**config.mk**
```make
export PLATFORM = sky130hd
export DESIGN_NAME = nic_pe_driver
export DESIGN_NICKNAME = d
export VERILOG_FILES = /design/src/rtl/nic_pe_driver.sv
export SDC_FILE = /design/constraint.sdc
export NUM_CORES = 1
export LEC_CHECK = 0
export ABC_AREA = 1
export CAP_MARGIN = 20
export CORE_UTILIZATION = 41
export DETAILED_ROUTE_END_ITERATION = 6
export PLACE_DENSITY = 0.7
export SLEW_MARGIN = 10
export SYNTH_ARGS = -nofsm -noshare
export SYNTH_HDL_FRONTEND = slang
export SYNTH_SLANG_ARGS = --single-unit
```
**constraint.sdc**
```tcl
create_clock -name clk -period 2.7 [get_ports clk]
set_input_delay 0.54 -clock clk [delete_from_list [all_inputs] [get_ports clk]]
set_output_delay 0.54 -clock clk [all_outputs]
set_load 0.05 [all_outputs]
```
**src/rtl/nic_pe_driver.sv**
```systemverilog
// Processing-element side driver for one ring NIC port: injects a programmed burst of
// packets into the NIC output channel while draining its input channel, both by status polling.
module nic_pe_driver #(
    parameter int PKT_W = 64,
    parameter int CNT_W = 8
) (
    input  logic             clk,
    input  logic             rst,
    input  logic             start,
    input  logic [CNT_W-1:0] num_pkts,
    input  logic [CNT_W-1:0] rx_expect,
    input  logic             vc_sel,
    input  logic             dir_sel,
    input  logic [7:0]       hop_mask,
    input  logic [15:0]      src_id,
    input  logic [31:0]      seed,
    output logic [1:0]       addr,
    output logic [PKT_W-1:0] d_in,
    output logic             nicEN,
    output logic             nicWrEn,
    input  logic [PKT_W-1:0] d_out,
    output logic             rx_valid,
    output logic [PKT_W-1:0] rx_data,
    output logic [CNT_W-1:0] tx_count,
    output logic [CNT_W-1:0] rx_count,
    output logic             busy,
    output logic             done
);

    typedef enum logic [3:0] {
        IDLE,
        TX_POLL,
        TX_CHK,
        TX_WR,
        RX_POLL,
        RX_CHK,
        RX_RD,
        RX_CAP,
        DONE
    } state_t;

    localparam logic [1:0] ADDR_IN_BUF  = 2'b00;
    localparam logic [1:0] ADDR_IN_STAT = 2'b01;
    localparam logic [1:0] ADDR_OUT_BUF = 2'b10;
    localparam logic [1:0] ADDR_OUT_STAT = 2'b11;

    state_t           state, state_n;
    logic [CNT_W-1:0] num_q, rxexp_q, num_n, rxexp_n;
    logic [CNT_W-1:0] tx_n, rx_n;
    logic             vc_q, dir_q;
    logic [7:0]       hop_q;
    logic [15:0]      src_q;
    logic [31:0]      seed_q;
    logic             cfg_load;
    logic [63:0]      pkt;

    logic             req_en, req_wr;
    logic [1:0]       req_addr;
    logic [PKT_W-1:0] req_data;

    assign pkt = {vc_q, dir_q, 6'b0, hop_q, src_q, seed_q + 32'(tx_count)};

    always_comb begin
        state_n  = state;
        tx_n     = tx_count;
        rx_n     = rx_count;
        num_n    = num_q;
        rxexp_n  = rxexp_q;
        cfg_load = 1'b0;
        case (state)
            IDLE, DONE: begin
                if (start) begin
                    cfg_load = 1'b1;
                    num_n    = num_pkts;
                    rxexp_n  = rx_expect;
                    tx_n     = '0;
                    rx_n     = '0;
                    state_n  = TX_POLL;
                end
            end
            TX_POLL: state_n = (tx_count == num_q) ? RX_POLL : TX_CHK;
            TX_CHK:  state_n = d_out[0] ? RX_POLL : TX_WR;
            TX_WR: begin
                tx_n    = tx_count + 1'b1;
                state_n = RX_POLL;
            end
            RX_POLL: begin
                if (rx_count == rxexp_q)
                    state_n = (tx_count == num_q) ? DONE : TX_POLL;
                else
                    state_n = RX_CHK;
            end
            RX_CHK: begin
                if (d_out[0])
                    state_n = RX_RD;
                else
                    state_n = (tx_count == num_q) ? RX_POLL : TX_POLL;
            end
            RX_RD:   state_n = RX_CAP;
            RX_CAP: begin
                rx_n    = rx_count + 1'b1;
                state_n = TX_POLL;
            end
            default: state_n = IDLE;
        endcase

        // NIC outputs are registered, so the request for the upcoming state is decided here
        // from its next-cycle counters; the NIC answer then lands in the following state.
        req_en   = 1'b0;
        req_wr   = 1'b0;
        req_addr = ADDR_IN_BUF;
        req_data = '0;
        case (state_n)
            TX_POLL: begin
                if (tx_n != num_n) begin
                    req_en   = 1'b1;
                    req_addr = ADDR_OUT_STAT;
                end
            end
            TX_WR: begin
                req_en   = 1'b1;
                req_wr   = 1'b1;
                req_addr = ADDR_OUT_BUF;
                req_data = PKT_W'(pkt);
            end
            RX_POLL: begin
                if (rx_n != rxexp_n) begin
                    req_en   = 1'b1;
                    req_addr = ADDR_IN_STAT;
                end
            end
            RX_RD: begin
                req_en   = 1'b1;
                req_addr = ADDR_IN_BUF;
            end
            default: ;
        endcase
    end

    always_ff @(posedge clk or negedge rst) begin
        if (!rst) begin
            state    <= IDLE;
            tx_count <= '0;
            rx_count <= '0;
            num_q    <= '0;
            rxexp_q  <= '0;
            vc_q     <= 1'b0;
            dir_q    <= 1'b0;
            hop_q    <= '0;
            src_q    <= '0;
            seed_q   <= '0;
        end else begin
            state    <= state_n;
            tx_count <= tx_n;
            rx_count <= rx_n;
            num_q    <= num_n;
            rxexp_q  <= rxexp_n;
            if (cfg_load) begin
                vc_q   <= vc_sel;
                dir_q  <= dir_sel;
                hop_q  <= hop_mask;
                src_q  <= src_id;
                seed_q <= seed;
            end
        end
    end

    always_ff @(posedge clk or negedge rst) begin
        if (!rst) begin
            addr     <= ADDR_IN_BUF;
            d_in     <= '0;
            nicEN    <= 1'b0;
            nicWrEn  <= 1'b0;
            rx_valid <= 1'b0;
            rx_data  <= '0;
            busy     <= 1'b0;
            done     <= 1'b0;
        end else begin
            addr     <= req_addr;
            d_in     <= req_data;
            nicEN    <= req_en;
            nicWrEn  <= req_wr;
            rx_valid <= (state == RX_CAP);
            if (state == RX_CAP)
                rx_data <= d_out;
            busy     <= !((state_n == IDLE) || (state_n == DONE));
            done     <= (state_n == DONE);
        end
    end

endmodule

```
==> metrics, run 1 <==
ys async rst share 100.0%; clk_skew 0.01967 ns; TNS Setup 0 ns; fin area 0.01430 mm^2; H-tree levels 1; Cells after Synth 1269; CTS sink cnt 223; Critical Path Source Type register; initial antenna violation count 2; CTS tree yes; Buffers on Ports 285; RSZ-0062 raised after global routing false; CP Capture Type output port; Detailed Place HPWL 20670 um; Compound-Gate Fraction of Synth Area 4.787%; Pre-Repair DR Iteration Count 5; largest net degree at the start of global routing 99; switching pwr 7.158 mW; detailed-route via count 9050; # IOs 292; adder-cell area share of the yosys netlist 1.428%; Area growth syn-to-layout 40.61%; Detail Route Antenna Nets 0; Hold Path Class register to register; portion of total power attributed to sequential cells 32.5%; R2R depth 12; Die Y 159.5 um; Power per Cell Area 1147 mW/mm^2; CP Max Fanout 7; row cnt 57; gr usage total 22.39%; CP required 2.16 ns; Clock Path Buffers 3; Combinational Power Share 45.8%; Synth Cell Area 0.01017 mm^2; cts repair resizes 0; final worst path period share 93.68%; grt ovf 0; vias in the first global route 8917; Post-synth top cells nand2_1, dfrtp_1, inv_1; Max-Cap Viols 0; Post-synth top flop dfrtp_1; Slowest-stage cell, CP clkdlybuf4s50_1; max-slew violations 0; Post-DP Area 0.01341 mm^2; relative slew slack 58.01%; Root Driver clkbuf_16; top cells by area, synth dfrtp_1, nand2_1, inv_1; Post-Synth Simple-Gate Area 29.03%; layout cells sized above 1 6.009%; count leader, synth nand2_1; vias per inst 4.748; share of the yosys chip area belonging to registers 54.89%; Peak Freq 0.3953 GHz; synth warn 0; mean routed wirelength per cell 14.76 um; fin crit period 2.529 ns; Leak 7.038 nW; DRC errors left 0; post-synthesis mux area share 0%; top cell type's share of synthesized area 54.89%; Synth Area in XOR/XNOR 1.981%; number of DRC markers in iteration 0 520; initial core utilization 41.81%; first-pass GRT wire length 45740 um; status completed; kind of critical path register to output port; Final Setup Violations 0; CP Cell Sequence buf_4 > clkdlybuf4s50_1; clock share of power 21.7%; nets 1715; internal cell power 9.241 mW; hold path cells 2; TritonCTS Buffers 25; worst skew pair latency 0.52 ns; GPL Wtd Cong 0.8706; clk slew on worst S/H paths 0.06 ns; sw frac 43.65%; Critical Path Max Stage Delay 0.82 ns; average size of a mapped cell 8.012 um^2; Worst IR Drop VDD 0.8543 mV; core area 0.02432 mm^2; Worst-Margin Slew 0.6279 ns; Worst EP arrival 1.99 ns; #FFs+latches synth 223; Die X 159.5 um; final WL 28130 um; Synth area leader dfrtp_1; final-report hold violation count 0; Layout fillers 2112; largest family of logic cells by synthesized area simple AND/OR/NAND/NOR gates; EDFF count, synth 0; die area 0.02543 mm^2; Yosys cell types 36
cell type report:
cell class | instances | area [um^2] | area share [%]
inverters | 138 | 520.5 | 3.641
well taps | 324 | 405.4 | 2.836
clock inverters | 13 | 180.2 | 1.260
diodes | 1 | 2.502 | 0.01750
multi-input cells | 866 | 3812 | 26.67
flip-flops and latches | 223 | 5580 | 39.03
repair buffers | 309 | 3103 | 21.70
clock buffers | 32 | 691.9 | 4.840
per-stage QoR:
step / hold slack [ns] / total power [mW] / utilization, % / instances / setup slack [ns]
2_1_floorplan: 0.2444 / 10.38 / - / 1274 / 0.4983
3_3_place_gp: 0.4612 / 12.77 / 55.15 / 1859 / 0.3097
3_5_place_dp: 0.4676 / 12.90 / 55.15 / 1859 / 0.2258
4_1_cts: 0.4821 / 16.55 / 58.77 / 1905 / 0.1365
5_1_grt: 0.4962 / 17.45 / 58.78 / 1906 / 0.1032
6_report: 0.4763 / 16.40 / 58.78 / 1906 / 0.1705
power by group through the flow:
stage          Sequential [mW]  Clock [mW]  Combinational, mW
2_1_floorplan             7.46           0               2.91
3_3_place_gp              5.34           0               7.43
3_5_place_dp              5.37           0               7.53
4_1_cts                   5.33        3.65               7.57
5_1_grt                   5.48        3.77               8.21
6_report                  5.32        3.56               7.51
layout by cell type, fill, tap and decap left out, types with 3 or more instances in the layout:
cell and n:
o21ai_1 4, a21oi_1 13, clkinvlp_4 3, nor2_1 110, dfrtp_1 223, clkbuf_1 3, nand2_2 3, nor3_1 17
inv_2 10, clkbuf_8 4, nand3_1 63, nand2_1 522, conb_1 6, clkdlybuf4s50_1 284, ha_1 10, clkbuf_16 25
xor2_1 18, o21ai_0 60, o21ai_2 7, buf_12 5, nand4_1 12, inv_1 127, clkinv_2 4, xnor2_1 5
buf_4 18, bufinv_16 4
metal layers:
metal | GRT usage, % | up-vias | routed length (um)
li1 | - | 4473 | -
met3 | 4.480 | 44 | 1801
met2 | 38.01 | 334 | 13710
met5 | 0 | - | 13
met1 | 29.07 | 4197 | 11990
met4 | 6.163 | 2 | 620
kinds of logic after synthesis:
kind of cell               Yosys count
buffers and inverters              185
adders and majority gates           11
AOI/OAI and AO/OA                   89
and+or+nand+nor                    737
other                                1
DFF                                223
xor gates and xnor gates            23
path summary, 6_finish.rpt:
check / startpoint / to / slack, ns
max in group asynchronous: rst / seed_q[1] / 1.41
worst min-delay path: rx_data[18] / rx_data[18] / 0.48
worst max-delay path: tx_count[1] / tx_count[1] / 0.17
min in group asynchronous: rst / d_in[44] / 0.56
worst min register to register: rx_data[18] / rx_data[18] / 0.48
worst max register to register: state[1] / nicEN / 0.41
state kept, by name, indices dropped and copies added (netlist names):
register	count
tx_count	8
src_q	16
done	1
dir_q	1
rx_count	8
num_q	8
busy	1
nicWrEn	1
nicEN	1
rx_data	64
d_in	58
rxexp_q	8
state	4
seed_q	32
hop_q	8
addr	2
rx_valid	1
vc_q	1
worst max-delay path, delay by kind of cell (launching register included):
kind / cells / cell delay, ns
buffers and inverters: 2 / 1.02
flip-flops: 1 / 0.45
what timing repair did:
item                                   CTS  global route
setup endpoints to repair                0             0
hold buffers                             1             0
setup buffers                            0             0
endpoints found under the hold margin   60             0
Note: power is estimated with default switching activity, not from simulation.
==> run 2: changes to the inputs <==
--- a/config.mk
+++ b/config.mk
@@ -9,6 +9,7 @@
 export CAP_MARGIN = 20
 export CORE_UTILIZATION = 41
 export DETAILED_ROUTE_END_ITERATION = 6
+export HOLD_SLACK_MARGIN = 0.03
 export PLACE_DENSITY = 0.7
 export SLEW_MARGIN = 10
 export SYNTH_ARGS = -nofsm -noshare
==> results of run 2 <==
Same layout as run 1: the final DEF is identical, and so are final timing and power.
==> run 3: changes to the inputs <==
--- a/config.mk
+++ b/config.mk
@@ -7,10 +7,10 @@
 export LEC_CHECK = 0
 export ABC_AREA = 1
 export CAP_MARGIN = 20
-export CORE_UTILIZATION = 41
+export CORE_UTILIZATION = 48
 export DETAILED_ROUTE_END_ITERATION = 6
 export HOLD_SLACK_MARGIN = 0.03
-export PLACE_DENSITY = 0.7
+export PLACE_DENSITY = 0.81
 export SLEW_MARGIN = 10
 export SYNTH_ARGS = -nofsm -noshare
 export SYNTH_HDL_FRONTEND = slang
==> metrics, run 3 (synthesis gave the netlist of run 1 again) <==
number of DRC markers in iteration 0 719 (+38%); Critical Path Source Type register; relative slew slack 55.97% (-2.0 points); Power per Cell Area 1150 mW/mm^2 (+0.26%); Biggest register rx_data; biggest regs rx_data: 64 flops, d_in: 58 flops, seed_q: 32 flops; layout cells sized above 1 5.460% (-0.55 points); core area 0.02049 mm^2 (-16%); CTS tree yes; row cnt 52 (-8.8%); clk_skew 0.02441 ns (+0.004738 ns); final worst path period share 93.04% (-0.65 points); Peak Freq 0.3981 GHz (+0.69%); CP Max Fanout 12 (+5); vias per inst 4.942 (+4.1%); Post-DP Area 0.01331 mm^2 (-0.73%); DRC errors left 0 (unchanged); clk slew on worst S/H paths 0.06 ns (about the same); final WL 28310 um (+0.63%); detailed-route via count 9118 (+0.75%); Layout fillers 1607 (-24%); Detail Route Antenna Nets 0 (unchanged); gr usage total 25.96% (+3.6 points); H-tree levels 1 (unchanged); Detailed Place HPWL 20590 um (-0.38%); Root Driver clkbuf_16; fin crit period 2.512 ns (-0.01744 ns); most frequent cells in the layout nand2_1, clkdlybuf4s50_1, dfrtp_1, inv_1, nor2_1; Worst-Margin Slew 0.6605 ns (+0.03258 ns); Buffers on Ports 285 (unchanged); nets 1710 (-0.29%); Die Y 147.5 um (-7.5%); Leak 6.994 nW (-0.63%); area of the multi-input gates 0.003812 mm^2 (unchanged); Critical Path Max Stage Delay 0.88 ns (+0.06 ns); worst skew pair latency 0.51 ns (about the same); GPL Wtd Cong 0.8801 (+1.1%); CP delay by family, top buffers and inverters; Slowest-stage cell, CP clkdlybuf4s50_1; Clock Path Buffers 3 (unchanged); cts repair resizes 0 (unchanged); Die X 147.5 um (-7.5%); initial core utilization 49.61% (+7.8 points); TritonCTS Buffers 24 (-4.0%); max-slew violations 0 (unchanged); TNS Setup 0 ns (unchanged); CP required 2.16 ns (about the same); Area growth syn-to-layout 39.01%; Worst Path Buf+Inv 1 (-1); number of flip-flops in the largest register 64 (unchanged); CTS sink cnt 223 (unchanged); kind of critical path register to output port; RSZ-0062 raised after global routing false; register area 0.005580 mm^2 (unchanged); Max-Cap Viols 0 (unchanged); first-pass GRT wire length 44700 um (-2.3%); Hold Path Class register to register; # IOs 292 (unchanged); Worst EP arrival 1.97 ns (-0.02 ns); largest net degree at the start of global routing 101 (+2.0%); initial antenna violation count 0 (-2); status completed; vias in the first global route 8747 (-1.9%); Worst IR Drop VDD 0.5832 mV (-32%); commonest non-fill, non-tap cell in the layout nand2_1; post-CTS setup repair buffer count 0 (unchanged); grt ovf 0 (unchanged); Power, Total 16.25 mW (-0.88%); die area 0.02177 mm^2 (-14%); mean routed wirelength per cell 15.35 um (+4.0%); total inserted antenna cells 0 (-1); Final Setup Violations 0 (unchanged); final-report hold violation count 0 (unchanged); CP Capture Type output port; CP Cell Sequence clkdlybuf4s50_1; Pre-Repair DR Iteration Count 5 (unchanged); fin area 0.01413 mm^2 (-1.1%)
## run 3: changes by cell type in the layout (fill, tap and decap cells not counted), sizes merged
cell | before | now
buf | 24 | 20
clkbuf | 32 | 34
clkinvlp | 3 | 0
inv | 140 | 138
bufinv | 4 | 3
diode | 1 | 0
clkinv | 4 | 6
## run 3: what timing repair did
item                                    in CTS  in global routing
endpoints found under the hold margin        1                  0
hold buffers                                 1                  0
endpoints found under the setup margin       0                  0
## run 3: metal layers
metal | GRT usage, % | part of all wire [%] | vias up
li1 | - | - | 4465
met1 | 32.72 | 41 | 4220
met2 | 45.09 | 49 | 376
met3 | 4.969 | 7.1 | 57
met4 | 8.144 | 3.0 | 0
met5 | 0 | 0 | -
## run 3: cell type report
type                       count  area share [%]
clock inverter                 9          0.9295
inverter                     138           3.683
clock buffer                  34           4.798
timing repair buffer         305           21.74
sequential                   223           39.48
multi-input combinational    866           26.97
tap                          270           2.390
## run 3: metrics by stage
step | std cells | setup WS (ns) | utilization, % | hold slack (ns)
floorplan | 1274 | 0.4983 | - | 0.2444
global placement | 1801 | 0.1911 | 64.96 | 0.4600
detailed placement | 1801 | 0.1014 | 64.96 | 0.4646
CTS | 1845 | 0.1879 | 68.96 | 0.4811
global route | 1845 | 0.1195 | 68.96 | 0.4979
finish | 1845 | 0.1880 | 68.96 | 0.4784
## run 3: final timing paths
path	start	end	slack (ns)	cells after the start
worst min-delay path	rx_data[19]	rx_data[19]	0.48	2
worst max register to register	tx_count[6]	d_in[30]	0.36	10
worst min register to register	rx_data[19]	rx_data[19]	0.48	2
min in group asynchronous	rst	rx_data[15]	0.61	2
max in group asynchronous	rst	seed_q[7]	1.31	3
worst max-delay path	rx_count[2]	rx_count[2]	0.19	1
## run 3: power breakdown
| group | internal (mW) | total (mW) | switching [mW] |
|---|---|---|---|
| logic | 2.48 | 7.57 | 5.09 |
| registers | 4.55 | 5.36 | 0.805 |
| clock network | 2.03 | 3.33 | 1.29 |
| total | 9.07 | 16.3 | 7.19 |
## run 3: worst register-to-register path, delay by kind of cell (launching register included)
family        cells  cell delay [ns]
fa+ha+maj         1             0.41
flops             1             0.49
xor+xnor          1             0.18
simple gates      8             1.17
